<file path="config.mk">
export PLATFORM = sky130hd
export DESIGN_NAME = fetch_stage
export DESIGN_NICKNAME = d
export VERILOG_FILES = /design/src/rtl/fetch_stage_pkg.sv /design/src/rtl/fetch_buffer.sv /design/src/rtl/fetch_stage.sv
export SDC_FILE = /design/constraint.sdc
export NUM_CORES = 1
export LEC_CHECK = 0
export CAP_MARGIN = 10
export CORE_ASPECT_RATIO = 0.8
export CORE_MARGIN = 3
export CORE_UTILIZATION = 50
export CTS_CLUSTER_SIZE = 10
export DETAILED_ROUTE_END_ITERATION = 8
export GPL_TIMING_DRIVEN = 0
export PLACE_DENSITY = 0.8
export SLEW_MARGIN = 20
export SYNTH_ARGS = -nofsm -noshare
export SYNTH_HDL_FRONTEND = slang
export SYNTH_SLANG_ARGS = --single-unit
</file>
<file path="constraint.sdc">
create_clock -name clk -period 3.2 [get_ports clk]
set_input_delay 0.48 -clock clk [delete_from_list [all_inputs] [get_ports clk]]
set_output_delay 0.48 -clock clk [all_outputs]
set_load 0.005 [all_outputs]
</file>
<file path="src/rtl/fetch_stage_pkg.sv">
// Shared fetch pipeline definitions: FSM encoding, buffer depth, control opcodes.
// Pure declarations, no timing or flow-control behaviour of its own.
package fetch_stage_pkg;

  typedef enum logic [1:0] {
    ST_IDLE = 2'd0,
    ST_WAIT = 2'd1,
    ST_DROP = 2'd2
  } fetch_state_t;

  localparam int FETCH_DEPTH = 2;

  localparam logic [6:0] OPC_JAL    = 7'b1101111;
  localparam logic [6:0] OPC_JALR   = 7'b1100111;
  localparam logic [6:0] OPC_BRANCH = 7'b1100011;

  typedef struct packed {
    logic [31:0] pc;
    logic [31:0] inst;
  } fetch_entry_t;

  function automatic logic is_ctrl_op(input logic [31:0] word);
    return (word[6:0] == OPC_JAL) || (word[6:0] == OPC_JALR) || (word[6:0] == OPC_BRANCH);
  endfunction

endpackage

</file>
<file path="src/rtl/fetch_buffer.sv">
// Two-entry {pc, inst} FIFO, head visible combinationally; push+pop allowed even when full.
// Push is refused only when full without a pop; flush empties it in one cycle (FETCH_PREDECODE_EN adds a ctrl bit).
module fetch_buffer
  import fetch_stage_pkg::*;
(
  input  logic         clk,
  input  logic         reset,
  input  logic         flush,
  input  logic         push,
  input  fetch_entry_t push_dat,
`ifdef FETCH_PREDECODE_EN
  input  logic         push_ctrl,
  output logic         head_ctrl,
`endif
  input  logic         pop,
  output logic         head_vld,
  output fetch_entry_t head_dat,
  output logic         full
);

  fetch_entry_t mem [FETCH_DEPTH];
`ifdef FETCH_PREDECODE_EN
  logic [FETCH_DEPTH-1:0] ctrl_mem;
`endif
  logic       rd_ptr;
  logic       wr_ptr;
  logic [1:0] occ;
  logic       do_push;
  logic       do_pop;

  assign full     = (occ == 2'(FETCH_DEPTH));
  assign head_vld = (occ != 2'd0);
  assign head_dat = mem[rd_ptr];
`ifdef FETCH_PREDECODE_EN
  assign head_ctrl = ctrl_mem[rd_ptr];
`endif

  // An empty pop is a no-op; a full push only lands when the head leaves in the same cycle.
  assign do_pop  = pop && head_vld;
  assign do_push = push && (!full || do_pop);

  always_ff @(posedge clk) begin
    if (reset) begin
      rd_ptr <= 1'b0;
      wr_ptr <= 1'b0;
      occ    <= 2'd0;
      for (int i = 0; i < FETCH_DEPTH; i++) mem[i] <= '0;
`ifdef FETCH_PREDECODE_EN
      ctrl_mem <= '0;
`endif
    end else if (flush) begin
      rd_ptr <= 1'b0;
      wr_ptr <= 1'b0;
      occ    <= 2'd0;
    end else begin
      if (do_push) begin
        mem[wr_ptr] <= push_dat;
`ifdef FETCH_PREDECODE_EN
        ctrl_mem[wr_ptr] <= push_ctrl;
`endif
        wr_ptr <= wr_ptr + 1'b1;
      end
      if (do_pop) rd_ptr <= rd_ptr + 1'b1;
      occ <= occ + {1'b0, do_push} - {1'b0, do_pop};
    end
  end

endmodule

</file>
<file path="src/rtl/fetch_stage.sv">
// Instruction fetch: one outstanding imem request into a 2-entry buffer; request->instValid is 2 cycles minimum.
// Requests stall while the buffer is full; breakPipe flushes and drops in-flight data. FETCH_PREDECODE_EN adds isCtrl.
module fetch_stage
  import fetch_stage_pkg::*;
(
  input  logic        clk,
  input  logic        reset,
  input  logic [31:0] pc,
  output logic        pcAdvance,
  input  logic        breakPipe,
  input  logic        stop,
  output logic        imemReq,
  output logic [31:0] imemAddr,
  input  logic        imemAck,
  input  logic [31:0] imemData,
  output logic        instValid,
  output logic [31:0] inst,
  output logic [31:0] instPc,
  input  logic        instTaken
`ifdef FETCH_PREDECODE_EN
  ,
  output logic        isCtrl
`endif
);

  fetch_state_t state;
  fetch_entry_t head;
  logic         buf_push;
  logic         buf_full;

  assign buf_push = (state == ST_WAIT) && imemAck && !breakPipe;

  fetch_buffer u_buf (
    .clk      (clk),
    .reset    (reset),
    .flush    (breakPipe),
    .push     (buf_push),
    .push_dat ('{pc: imemAddr, inst: imemData}),
`ifdef FETCH_PREDECODE_EN
    .push_ctrl(is_ctrl_op(imemData)),
    .head_ctrl(isCtrl),
`endif
    .pop      (instTaken && !stop),
    .head_vld (instValid),
    .head_dat (head),
    .full     (buf_full)
  );

  assign inst   = head.inst;
  assign instPc = head.pc;

  always_ff @(posedge clk) begin
    if (reset) begin
      state     <= ST_IDLE;
      imemReq   <= 1'b0;
      imemAddr  <= 32'd0;
      pcAdvance <= 1'b0;
    end else begin
      pcAdvance <= 1'b0;
      case (state)
        ST_IDLE: begin
          // pc only steps at the end of the pcAdvance cycle, so latching then would refetch the old address.
          if (!breakPipe && !buf_full && !pcAdvance) begin
            imemAddr <= pc;
            imemReq  <= 1'b1;
            state    <= ST_WAIT;
          end
        end
        ST_WAIT: begin
          if (imemAck) begin
            imemReq   <= 1'b0;
            pcAdvance <= !breakPipe;
            state     <= ST_IDLE;
          end else if (breakPipe) begin
            state <= ST_DROP;
          end
        end
        ST_DROP: begin
          if (imemAck) begin
            imemReq <= 1'b0;
            state   <= ST_IDLE;
          end
        end
        default: begin
          imemReq <= 1'b0;
          state   <= ST_IDLE;
        end
      endcase
    end
  end

endmodule

</file>
; ---- Yosys cells after proc, flatten, opt, wreduce, memory -nomap -nowiden
; Memories as Yosys holds them, arrays and structs flattened. A register that Yosys moved wholly into a read port is not among the register bits.
; Cells that the tools add are included.
[totals]
n_memories = 1
input_bits = 70
output_inout_bits = 99
ramBits = 128
reg_bits = 40
wordCells = 61
[mem_list]
columns = name, depth, width, rd, rd_ports_with_merged_regs, wr, line_no
row1 = u_buf.mem, 2, 64, 1, 1, 2, fetch_buffer.sv:21  ; fetch_entry_t mem [FETCH_DEPTH];
[op_classes]
mux = 19
add_sub_neg = 4
reduce_logical = 21
bitwise_logic = 2
eq_ne = 7
[ops]
columns = operator, count
row1 = $mux W64, 1
row2 = $reduce_or A64 Y1, 1
row3 = $mux W1, 12
row4 = $mux W2, 4
row5 = $logic_and A1 B1 Y1, 7
row6 = $pmux W2 S3, 1
row7 = $eq A2 B2 Y1 const B, 2
row8 = $logic_not A1 Y1, 4
row9 = $ne A2 B2 Y1 const B, 2
row10 = $reduce_and A2 Y1, 2
row11 = $reduce_or A2 Y1, 2
row12 = $ne A3 B3 Y1 const B, 1
row13 = $reduce_and A3 Y1, 1
row14 = $reduce_or A3 Y1, 1
row15 = $add A1 B1 Y1 const B, 2
row16 = $add A2 B1 Y2, 1
row17 = $eq A2 B1 Y1 const B, 1
row18 = $logic_not A2 Y1, 1
row19 = $ne A2 B1 Y1 const B, 1
row20 = $not A1 Y1, 2
row21 = $pmux W1 S2, 1
row22 = $reduce_bool A2 Y1, 1
row23 = $sub A2 B1 Y2, 1
row24 = $logic_or A1 B1 Y1, 1

; ---- Logic depth before layout (Yosys ltp)
; Gate-level depths: netlist (run 1).
[logic_depth]
ltp_word = 11
depth_mapped = 9
depth_no_buf = 9

; ---- Modules after synthesis
; A second synthesis (run 1) with hierarchy kept.
[unflattened]
cells_unflattened = 543
hier_area_um2 = 7432.1
[by_module_without_submodules]
columns = mod, area_per_inst_um2, instances, seq_area_each_um2, cells_each
row1 = fetch_buffer, 5865.6, 1, 3943.8, 372
row2 = fetch_stage, 1566.5, 1, 720.7, 171

; ---- Worst setup path before layout (run 1)
; Ideal clock, no wire load.
[synth_timing]
path_type = input -> register
startpoint = input port stop
endpoint = memory u_buf.mem[0][0] (netlist name) (enable)
path_slack_ns = 0.384
t_required_ns = 2.779
path_stages = 4
arrival_ns = 2.395
path_buffers = 0
setup_time_ns = 0.421
cell_sequence = nand2b_1 > a21oi_2 > nor2b_1 > a21o_1
[synth_lines]
columns = element, line_no
row1 = from (decl), fetch_stage.sv:11  ; input logic stop,
row2 = to (decl), fetch_buffer.sv:21

==> results by group, run 1 <==
Global route
  • Grt ovf: 0
  • Total GRT Usage: 20.4%
  • Largest net degree at the start of global routing: 36
  • Vias in the first global route: ~4800
  • Initial antenna violation count: 0
  • First-pass GRT wire length: 25100 um

Setup path
  • CP required: 2720 ps
  • Worst Path Class, Setup: reg -> out
  • CP startpoint kind: flip-flop
  • Critical-path maximum fanout: 10
  • Arr. time, crit path: 2140 ps
  • Reg2Reg Depth: 7
  • Critical Path End Type: output port

STA
  • Top achievable clock speed: between 300 and 400 MHz
  • Final worst path period share: between 80 and 90%
  • Unrepaired setup endpoints after global routing: no
  • Final setup skew: about 9.7 ps
  • Final hold vios: 0
  • Hold slack: ~480 ps
  • Max-slew violations: 0
  • Final setup violation count: 0
  • Worst-margin pin slew: approximately 600 ps
  • Max_slew headroom: roughly 61%
  • Tmin final: approximately 2600 ps

Synthesis
  • Cells after Synth: about 540
  • Sequential fraction of the synthesis area: about two thirds
  • Avg Synthesized Cell Area: approximately 13 um^2
  • Unique masters post-synth: 28
  • Total number of yosys warnings: 0
  • Synthesized Nets: slightly above 600
  • Mapped Area: roughly 7200 um^2
  • Register bit total from synthesis: approximately 170

Flow run
  • MaxCap Viol Count: 0

Pwr
  • Tot Pwr: 4.91 mW
  • Pwr per Cell Area: just over 500 nW/um^2
  • Leak: about 3.7 nW
  • Worst vdd ir: about 360 uV

Layout
  • Share of layout cells above drive strength 1: ~17%
  • Nets: 806
  • Final instance area: approximately 9700 um^2
  • Core Util, Final: a little over two thirds
  • Fillers: about 950
  • Final non-filler cell total: around 920
  • Area growth syn-to-layout: 35.2%
  • Leading cell type in the layout, fill and taps excluded: clkdlybuf4s50_1
  • Commonest cells after routing, fill and taps aside: 168 x clkdlybuf4s50_1, 129 x and2_1, 128 x edfxtp_1
  • Ant. Diodes: 0

Routing
  • Via count: between 4000 and 5000
  • Max Used Layer: met4
  • Total Wirelength: roughly 15000 um
  • Drt via density: around 5.0
  • WL met1: slightly below 7000 um
  • Drc violations: 0
  • Wire length per cell: ~17 um
  • First DRT Iteration DRCs: 267
  • DR WL met2: roughly 7600 um
  • Antenna-violating nets left: 0
  • Wire length on met3: just over 900 um
  • DRT Pass-1 Iters: 4

Floorplan
  • Initial core utilization: a little over half
  • Height of the die: between 100 and 150 um
  • Core area: 13800 um^2
  • Die ar.: between 15000 and 20000 um^2
  • Die X: between 100 and 150 um
  • Cell row count: 38
  • Io pins: ~170

Placement
  • Post-DP HPWL: 10700 um
  • Buffers added on ports: around 170
  • Cell count after placement: about 900
  • GPL Wtd Cong: between 0.8 and 0.9
  • Placed cell areas: between 9000 and 10000 um^2

Clock network
  • CTS Buf Count: 17
  • Postcts setup bufs: 0
  • # hold bufs at CTS: 0
  • Root buffer cell: clkbuf_16
  • Clk buf depth: 2
  • CTS tree: yes
  • Clock latency on the worst-skew pair: about 400 ps
  • Clk sink count: approximately 170
  • Htree depth: 4
  • Clock-pin slew on the worst setup and hold paths: roughly 60 ps
  • Post_cts resized: 0

Run status
  • Status: completed

Hold path
  • Hold Path Class: reg -> reg
  • Hold path depth: 2
## layer usage
layer	vias up	track usage (%)
met4	0	4.71
li1	2249	-
met1	2221	27.1
met2	133	33.4
met5	-	0
met3	2	6.25
## registers in the layout, indices dropped and copies added, names as in the netlist, named ones only
name	cells
state	2
pcAdvance	1
u_buf.mem	128
u_buf.wr_ptr	1
u_buf.rd_ptr	1
imemAddr	32
imemReq	1
u_buf.occ	2
## worst max-delay path, cell delays in order, from the launching register on
cell             delay [ps]
dfxtp_1                 300
buf_2                   230
buf_2                   320
mux2_2                  370
clkdlybuf4s50_1         510
## area by class of cell
cell class                      count  area, um^2  share of cell area, %
Clock inverter                      9        98.8                   1.02
Sequential cell                   169        4660                   48.1
Tap cell                          180         225                   2.32
Multi-Input combinational cell    335        2250                   23.2
Clock buffer                       23         468                   4.82
Buffer                             32         250                   2.58
Timing Repair Buffer              170        1720                   17.7
Inverter                            6        22.5                  0.232
## cells in the mapped netlist, drive strengths merged
library cell,instances,share of area (%)
dfxtp,41,11
nor2,8,0.42
and2,129,11
nand2,66,3.5
mux2,64,10
or2,2,0.17
xor2,1,0.12
nor2b,4,0.45
a21oi,36,2.6
clkbuf,4,0.21
a211oi,1,0.10
a21o,2,0.21
nand3,2,0.14
and3,3,0.26
nand2b,3,0.26
a21boi,1,0.10
buf,28,3.3
edfxtp,128,54
o21ai,1,0.070
nor3,3,0.21
inv,6,0.31
ha,5,0.87
o21a,1,0.10
xnor2,3,0.37
## kinds of logic (layout without fill, tap and decap cells)
family / count (synthesis) / in the layout / share of synthesized area, %
flops: 169 / 169 / 65.0
simple gates: 220 / 220 / 16.6
fa+ha+maj: 5 / 5 / 0.872
compound gates: 42 / 42 / 3.16
buf+inv: 38 / 240 / 3.80
xor+xnor: 4 / 4 / 0.488
mux: 64 / 64 / 10.0
## stage by stage
step / TNS, ps / worst slack (ps)
6_report: 0 / 584
5_1_grt: 0 / 491
4_1_cts: 0 / 534
3_5_place_dp: 0 / 444
3_3_place_gp: -113040 / -890
2_1_floorplan: 0 / 384
## power by group
part	switching [mW]	leakage, nW	internal [mW]	total, mW
Combinational	0.189	1.74	0.270	0.458
Sequential	0.0446	1.66	2.45	2.50
Clock	0.771	0.274	1.18	1.95
## worst paths after layout
| path | end | startpoint | slack, ps |
|---|---|---|---|
| worst min register to register | imemAddr[5] | imemAddr[5] | 480 |
| worst max register to register | u_buf.mem[0][4] | state[1] | 840 |
| worst min-delay path | imemAddr[5] | imemAddr[5] | 480 |
| worst max-delay path | inst[0] | flip-flop | 580 |
Power figures use the tool's default switching activity.
==> inputs of run 2 (changes only) <==
clock period = 2.5 ns   (was 3.2 ns; I/O delays follow)
==> run 2 against run 1 <==
Register-to-register slack worse by 620 ps. Global-route usage up 0.19 points. Highest routed layer unchanged. Sequential cell count unchanged. Wire length up 2.2%. First-iteration DRC count down 6.4%. Combinational power up 29%. Non-clock buffer count unchanged. Sequential power up 28%.
==> results by group, run 2 (same netlist as run 1, synthesis figures left out) <==
Clock network
  • Htree depth: 4 (unchanged)
  • CTS Buf Count: 17 (unchanged)
  • Clock latency on the worst-skew pair: 420 ps (was 410 ps)
  • Clk buf depth: 2 (unchanged)
  • Postcts setup bufs: 0 (unchanged)
  • # hold bufs at CTS: 0 (unchanged)
  • CTS tree: yes (unchanged)
  • Root buffer cell: clkbuf_16 (unchanged)
  • Clock-pin slew on the worst setup and hold paths: 60 ps (about the same)
  • Clk sink count: 169 (unchanged)

Setup path
  • Arr. time, crit path: 2010 ps (was 2140 ps)
  • Worst flop-to-flop path startpoint: state[1] (unchanged)
  • CP startpoint kind: flip-flop (unchanged)
  • Critical-path maximum fanout: 10 (unchanged)
  • Critical Path End Type: output port (unchanged)
  • Worst Path Class, Setup: reg -> out (unchanged)
  • CP required: 2120 ps (was 2720 ps)
  • Worst R2R Setup Slack: 220 ps (was 840 ps)

Routing
  • First DRT Iteration DRCs: 250 (was 267)
  • DRT Pass-1 Iters: 5 (was 4)
  • Antenna-violating nets left: 0 (unchanged)
  • Drc violations: 0 (unchanged)
  • Via count: 4701 (was 4605)
  • Drt via density: 5.09 (was 4.98)
  • Wire length per cell: 17.0 um (was 16.7 um)
  • Total Wirelength: 15700 um (was 15400 um)

STA
  • Final setup skew: 5.31 ps (was 9.75 ps)
  • Final worst path period share: between 90% and 100%
  • Hold slack: 488 ps (was 480 ps)
  • Max_slew headroom: 64.8% (was 61.0%)
  • Tmin final: between 2000 and 2500 ps
  • Final setup violation count: 0 (unchanged)
  • Unrepaired setup endpoints after global routing: no (unchanged)
  • Final hold vios: 0 (unchanged)
  • Max-slew violations: 0 (unchanged)
  • Top achievable clock speed: 420 MHz
  • Worst-margin pin slew: 528 ps (was 585 ps)

Run status
  • Status: completed (unchanged)

Layout
  • Top reg by flops: u_buf.mem (unchanged)
  • Max FFs per register: 128 (unchanged)
  • Area growth syn-to-layout: 35.9% (was 35.2%)
  • Nets: 806 (unchanged)
  • Fillers: 955 (was 954)
  • Core Util, Final: 70.7% (was 70.4%)
  • Commonest cells after routing, fill and taps aside: 168 x clkdlybuf4s50_1, 129 x and2_1, 128 x edfxtp_1 (unchanged)
  • Ant. Diodes: 0 (unchanged)
  • Share of layout cells above drive strength 1: 16.5% (was 16.8%)
  • Leading cell type in the layout, fill and taps excluded: clkdlybuf4s50_1 (unchanged)
  • Biggest regs: u_buf.mem x128, imemAddr x32 (unchanged)

Placement
  • GPL Wtd Cong: 0.795 (was 0.826)
  • Buffers added on ports: 168 (unchanged)
  • Post-DP HPWL: 11000 um (was 10700 um)

Hold path
  • Min-Delay Startpoint: imemAddr[22] (was imemAddr[5])
  • Hold Path Class: reg -> reg (unchanged)

Floorplan
  • Height of the die: 113 um (unchanged)
  • Io pins: 169 (unchanged)
  • Die ar.: 15800 um^2 (unchanged)
  • Die X: 140 um (unchanged)
  • Core area: 13800 um^2 (unchanged)
  • Cell row count: 38 (unchanged)
  • Initial core utilization: 52.0% (unchanged)

Global route
  • First-pass GRT wire length: 25300 um (was 25100 um)
  • Grt ovf: 0 (unchanged)
  • Total GRT Usage: 20.6% (was 20.4%)
  • Vias in the first global route: 4923 (was 4804)
  • Initial antenna violation count: 0 (unchanged)
  • Largest net degree at the start of global routing: 46 (was 36)

Pwr
  • Leak: 3.69 nW (was 3.68 nW)
  • Pwr per Cell Area: 654 nW/um^2 (was 506 nW/um^2)
  • Worst vdd ir: 440 uV (was 364 uV)

Flow run
  • MaxCap Viol Count: 0 (unchanged)
==> run 2: metrics by stage <==
step | instance area (um^2) | setup TNS [ps] | setup slack (ps) | cells | total power, mW
5_1_grt | 9750 | 0 | 26.5 | 924 | 6.60
6_report | 9750 | 0 | 118 | 924 | 6.38
3_5_place_dp | 9150 | -5010 | -63.1 | 892 | 3.85
2_1_floorplan | 7180 | 0 | 282 | 542 | 3.46
3_3_place_gp | 9080 | -78400 | -623 | 890 | 3.82
4_1_cts | 9750 | 0 | 37.6 | 924 | 6.42
==> run 2: cell type report <==
type | count | area (um^2) | share of cell area (%)
Clock inverter | 10 | 128 | 1.31
Multi-Input combinational cell | 335 | 2250 | 23.1
Inverter | 6 | 22.5 | 0.231
Clock buffer | 22 | 454 | 4.66
Buffer | 32 | 268 | 2.75
Timing Repair Buffer | 170 | 1740 | 17.8
Tap cell | 180 | 225 | 2.31
Sequential cell | 169 | 4660 | 47.8
==> run 2: layer usage <==
metal / routed length, um / global-route usage [%] / up-vias / part of all wire, %
li1: - / - / 2249 / -
met5: 0 / 0 / - / 0
met1: 6600 / 25.8 / 2276 / 42
met2: 7740 / 35.1 / 162 / 49
met4: 137 / 5.94 / 0 / 0.87
met3: 1250 / 6.08 / 14 / 7.9
==> run 2: worst paths after layout <==
path,end,cells past startpoint
max,inst[10],4
min,imemAddr[22],2
max reg2reg,u_buf.mem[0][3],7
min reg2reg,imemAddr[22],2
==> run 2: critical path, stage by stage (launching register included) <==
cell             delay, ps
dfxtp_1                320
buf_4                  200
clkbuf_4               250
mux2_2                 360
clkdlybuf4s50_1        460
==> run 2: timing repair <==
item                                    CTS  global route
endpoints found under the hold margin     0             0
endpoints found under the setup margin   60            12
resized for setup                         5             2
pin swaps                                 0             0
==> run 2: power by group <==
group          leakage [nW]  switching (mW)  internal [mW]  total (mW)
Combinational          1.74           0.242          0.348       0.591
Clock                 0.281            1.00           1.59        2.59
Sequential             1.66          0.0587           3.14        3.20
==> inputs of run 3 (changes only) <==
CORE_UTILIZATION = 54   (was 50)
PLACE_DENSITY = 0.86   (was 0.8)
clock period = 2.8 ns   (was 2.5 ns; I/O delays follow)
==> run 3 against run 2 <==
Sequential power decreased by 11%. First-iteration DRC count down 5.2%. Critical path type unchanged. Clock power down 12%. Non-clock buffer count unchanged. Total power down 11%. Hold slack got worse by 8.0 ps. Count of clock-buffer cells in the layout grew 3. Via count fell by 0.40%. Sequential cell count is the same. Die area is 7.1% lower.
==> results by group, run 3 (same netlist as run 1, synthesis figures left out) <==
Run status
  • Status: completed (unchanged)

Clock network
  • Htree depth: 4 (unchanged)
  • Clk sink count: 169 (unchanged)
  • Clock latency on the worst-skew pair: 430 ps (was 420 ps)
  • Clk buf depth: 2 (unchanged)
  • # hold bufs at CTS: 0 (unchanged)
  • CTS tree: yes (unchanged)
  • CTS Buf Count: 17 (unchanged)
  • Post_cts resized: 0 (was 5)
  • Postcts setup bufs: 0 (unchanged)
  • Root buffer cell: clkbuf_16 (unchanged)
  • Clock-pin slew on the worst setup and hold paths: 60 ps (about the same)

Layout
  • Area growth syn-to-layout: 35.6% (was 35.9%)
  • Max FFs per register: 128 (unchanged)
  • Share of layout cells above drive strength 1: 17.1% (was 16.5%)
  • Leading cell type in the layout, fill and taps excluded: clkdlybuf4s50_1 (unchanged)
  • Core Util, Final: 75.3% (was 70.7%)
  • Commonest cells after routing, fill and taps aside: 168 x clkdlybuf4s50_1, 129 x and2_1, 128 x edfxtp_1 (unchanged)
  • Biggest regs: u_buf.mem x128, imemAddr x32 (unchanged)
  • Ant. Diodes: 0 (unchanged)
  • Nets: 806 (unchanged)
  • Top reg by flops: u_buf.mem (unchanged)

Placement
  • DP Worst Slack: 279 ps (was -63.1 ps)
  • GPL Wtd Cong: 0.826 (was 0.795)
  • Post-DP HPWL: 10700 um (was 11000 um)
  • Buffers added on ports: 168 (unchanged)

STA
  • Unrepaired setup endpoints after global routing: no (unchanged)
  • Tmin final: approximately 2600 ps
  • Max_slew headroom: 61.3% (was 64.8%)
  • Final setup skew: 7.03 ps (was 5.31 ps)
  • Final setup violation count: 0 (unchanged)
  • Final hold vios: 0 (unchanged)
  • Max-slew violations: 0 (unchanged)
  • Final worst path period share: between 90 and 100%
  • Top achievable clock speed: ~390 MHz
  • Worst setup margin: 241 ps (was 118 ps)
  • Worst-margin pin slew: 581 ps (was 528 ps)

Setup path
  • Worst Path Class, Setup: reg -> out (unchanged)
  • CP startpoint kind: flip-flop (unchanged)
  • Worst Path Buf+Inv: 3 (unchanged)
  • Worst path slowest cell: clkdlybuf4s50_1 (unchanged)
  • CP required: 2380 ps (was 2120 ps)
  • CP peak stage delay: 470 ps (was 460 ps)
  • CP delay by family, top: buffers and inverters (unchanged)
  • Arr. time, crit path: 2140 ps (was 2010 ps)
  • Critical Path End Type: output port (unchanged)
  • CP most frequent cell: buf_2
  • Critical-path maximum fanout: 10 (unchanged)
  • Worst flop-to-flop path startpoint: state[1] (unchanged)
  • Crit-path cells: buf_2 > buf_2 > mux2_2 > clkdlybuf4s50_1 (was buf_4 > clkbuf_4 > mux2_2 > clkdlybuf4s50_1)

Global route
  • Met1 Track Usage GR: 25.2% (was 25.8%)
  • Met3 usage: 7.20% (was 6.08%)
  • First-pass GRT wire length: 24200 um (was 25300 um)
  • Initial antenna violation count: 0 (unchanged)
  • Grt ovf: 0 (unchanged)
  • GR Util met2: 37.6% (was 35.1%)
  • Largest net degree at the start of global routing: 56 (was 46)
  • GRT busiest layer: met2 (unchanged)
  • Vias in the first global route: 4924 (was 4923)
  • Total GRT Usage: 21.9% (was 20.6%)

Pwr
  • Worst vdd ir: 457 uV (was 440 uV)
  • Tot Pwr: 5.67 mW (was 6.38 mW)
  • Leak: 3.70 nW (was 3.69 nW)
  • Pwr per Cell Area: 583 nW/um^2 (was 654 nW/um^2)

Routing
  • Total Wirelength: 15700 um (about the same)
  • Wire length per cell: 17.1 um (was 17.0 um)
  • Drc violations: 0 (unchanged)
  • DRT Pass-1 Iters: 4 (was 5)
  • Via count: 4682 (was 4701)
  • Antenna-violating nets left: 0 (unchanged)
  • Drt via density: 5.09 (about the same)
  • First DRT Iteration DRCs: 237 (was 250)

Hold path
  • Hold Path Class: reg -> reg (unchanged)
  • Min-Delay Startpoint: imemAddr[1] (was imemAddr[22])

Floorplan
  • Io pins: 169 (unchanged)
  • Die X: 135 um (was 140 um)
  • Height of the die: 109 um (was 113 um)
  • Initial core utilization: 55.5% (was 52.0%)
  • Core area: 12900 um^2 (was 13800 um^2)
  • Die ar.: 14700 um^2 (was 15800 um^2)
  • Cell row count: 37 (was 38)

Flow run
  • MaxCap Viol Count: 0 (unchanged)
-- run 3: changes by cell type in the layout (fill, tap and decap cells not counted), sizes merged --
cell / before / now
bufinv: 3 / 1
clkinv: 6 / 4
buf: 28 / 30
clkbuf: 28 / 29
inv: 6 / 7
-- run 3: where the power goes --
| group | switching [mW] | internal, mW |
|---|---|---|
| Sequential | 0.0521 | 2.81 |
| Clock | 0.923 | 1.37 |
| Combinational | 0.216 | 0.311 |
-- run 3: path summary, 6_finish.rpt --
| check | endpoint | slack [ps] | cells after the start |
|---|---|---|---|
| worst max-delay path | inst[1] | 240 | 4 |
| worst min register to register | imemAddr[1] | 480 | 2 |
| worst max register to register | u_buf.mem[0][19] | 610 | 7 |
| worst min-delay path | imemAddr[1] | 480 | 2 |
-- run 3: final cells by class --
cell class,instances,area [um^2]
repair buffers,170,1740
fillers,808,3190
plain buffers,32,250
well taps,175,219
inverters,6,22.5
clock inverters,7,63.8
clock buffers,25,517
flip-flops and latches,169,4660
multi-input cells,335,2250
-- run 3: per-layer routing --
metal / vias to the layer above / routed length (um)
li1: 2241 / -
met1: 2247 / 6400
met2: 160 / 7740
met3: 34 / 1190
met4: 0 / 394
met5: - / 0
-- run 3: worst min-delay path, cell delays in order, from the launching register on --
cell	delay, ps
dfxtp_1	330
nand2_1	60
a21oi_1	50
-- run 3: stage by stage --
stage	hold WS (ps)	std cells	TNS [ps]	area, um^2
floorplan	469	542	0	7170
global placement	464	885	-143450	9070
detailed placement	473	887	0	9150
CTS	478	919	0	9730
global route	500	919	0	9730
finish	480	919	0	9730
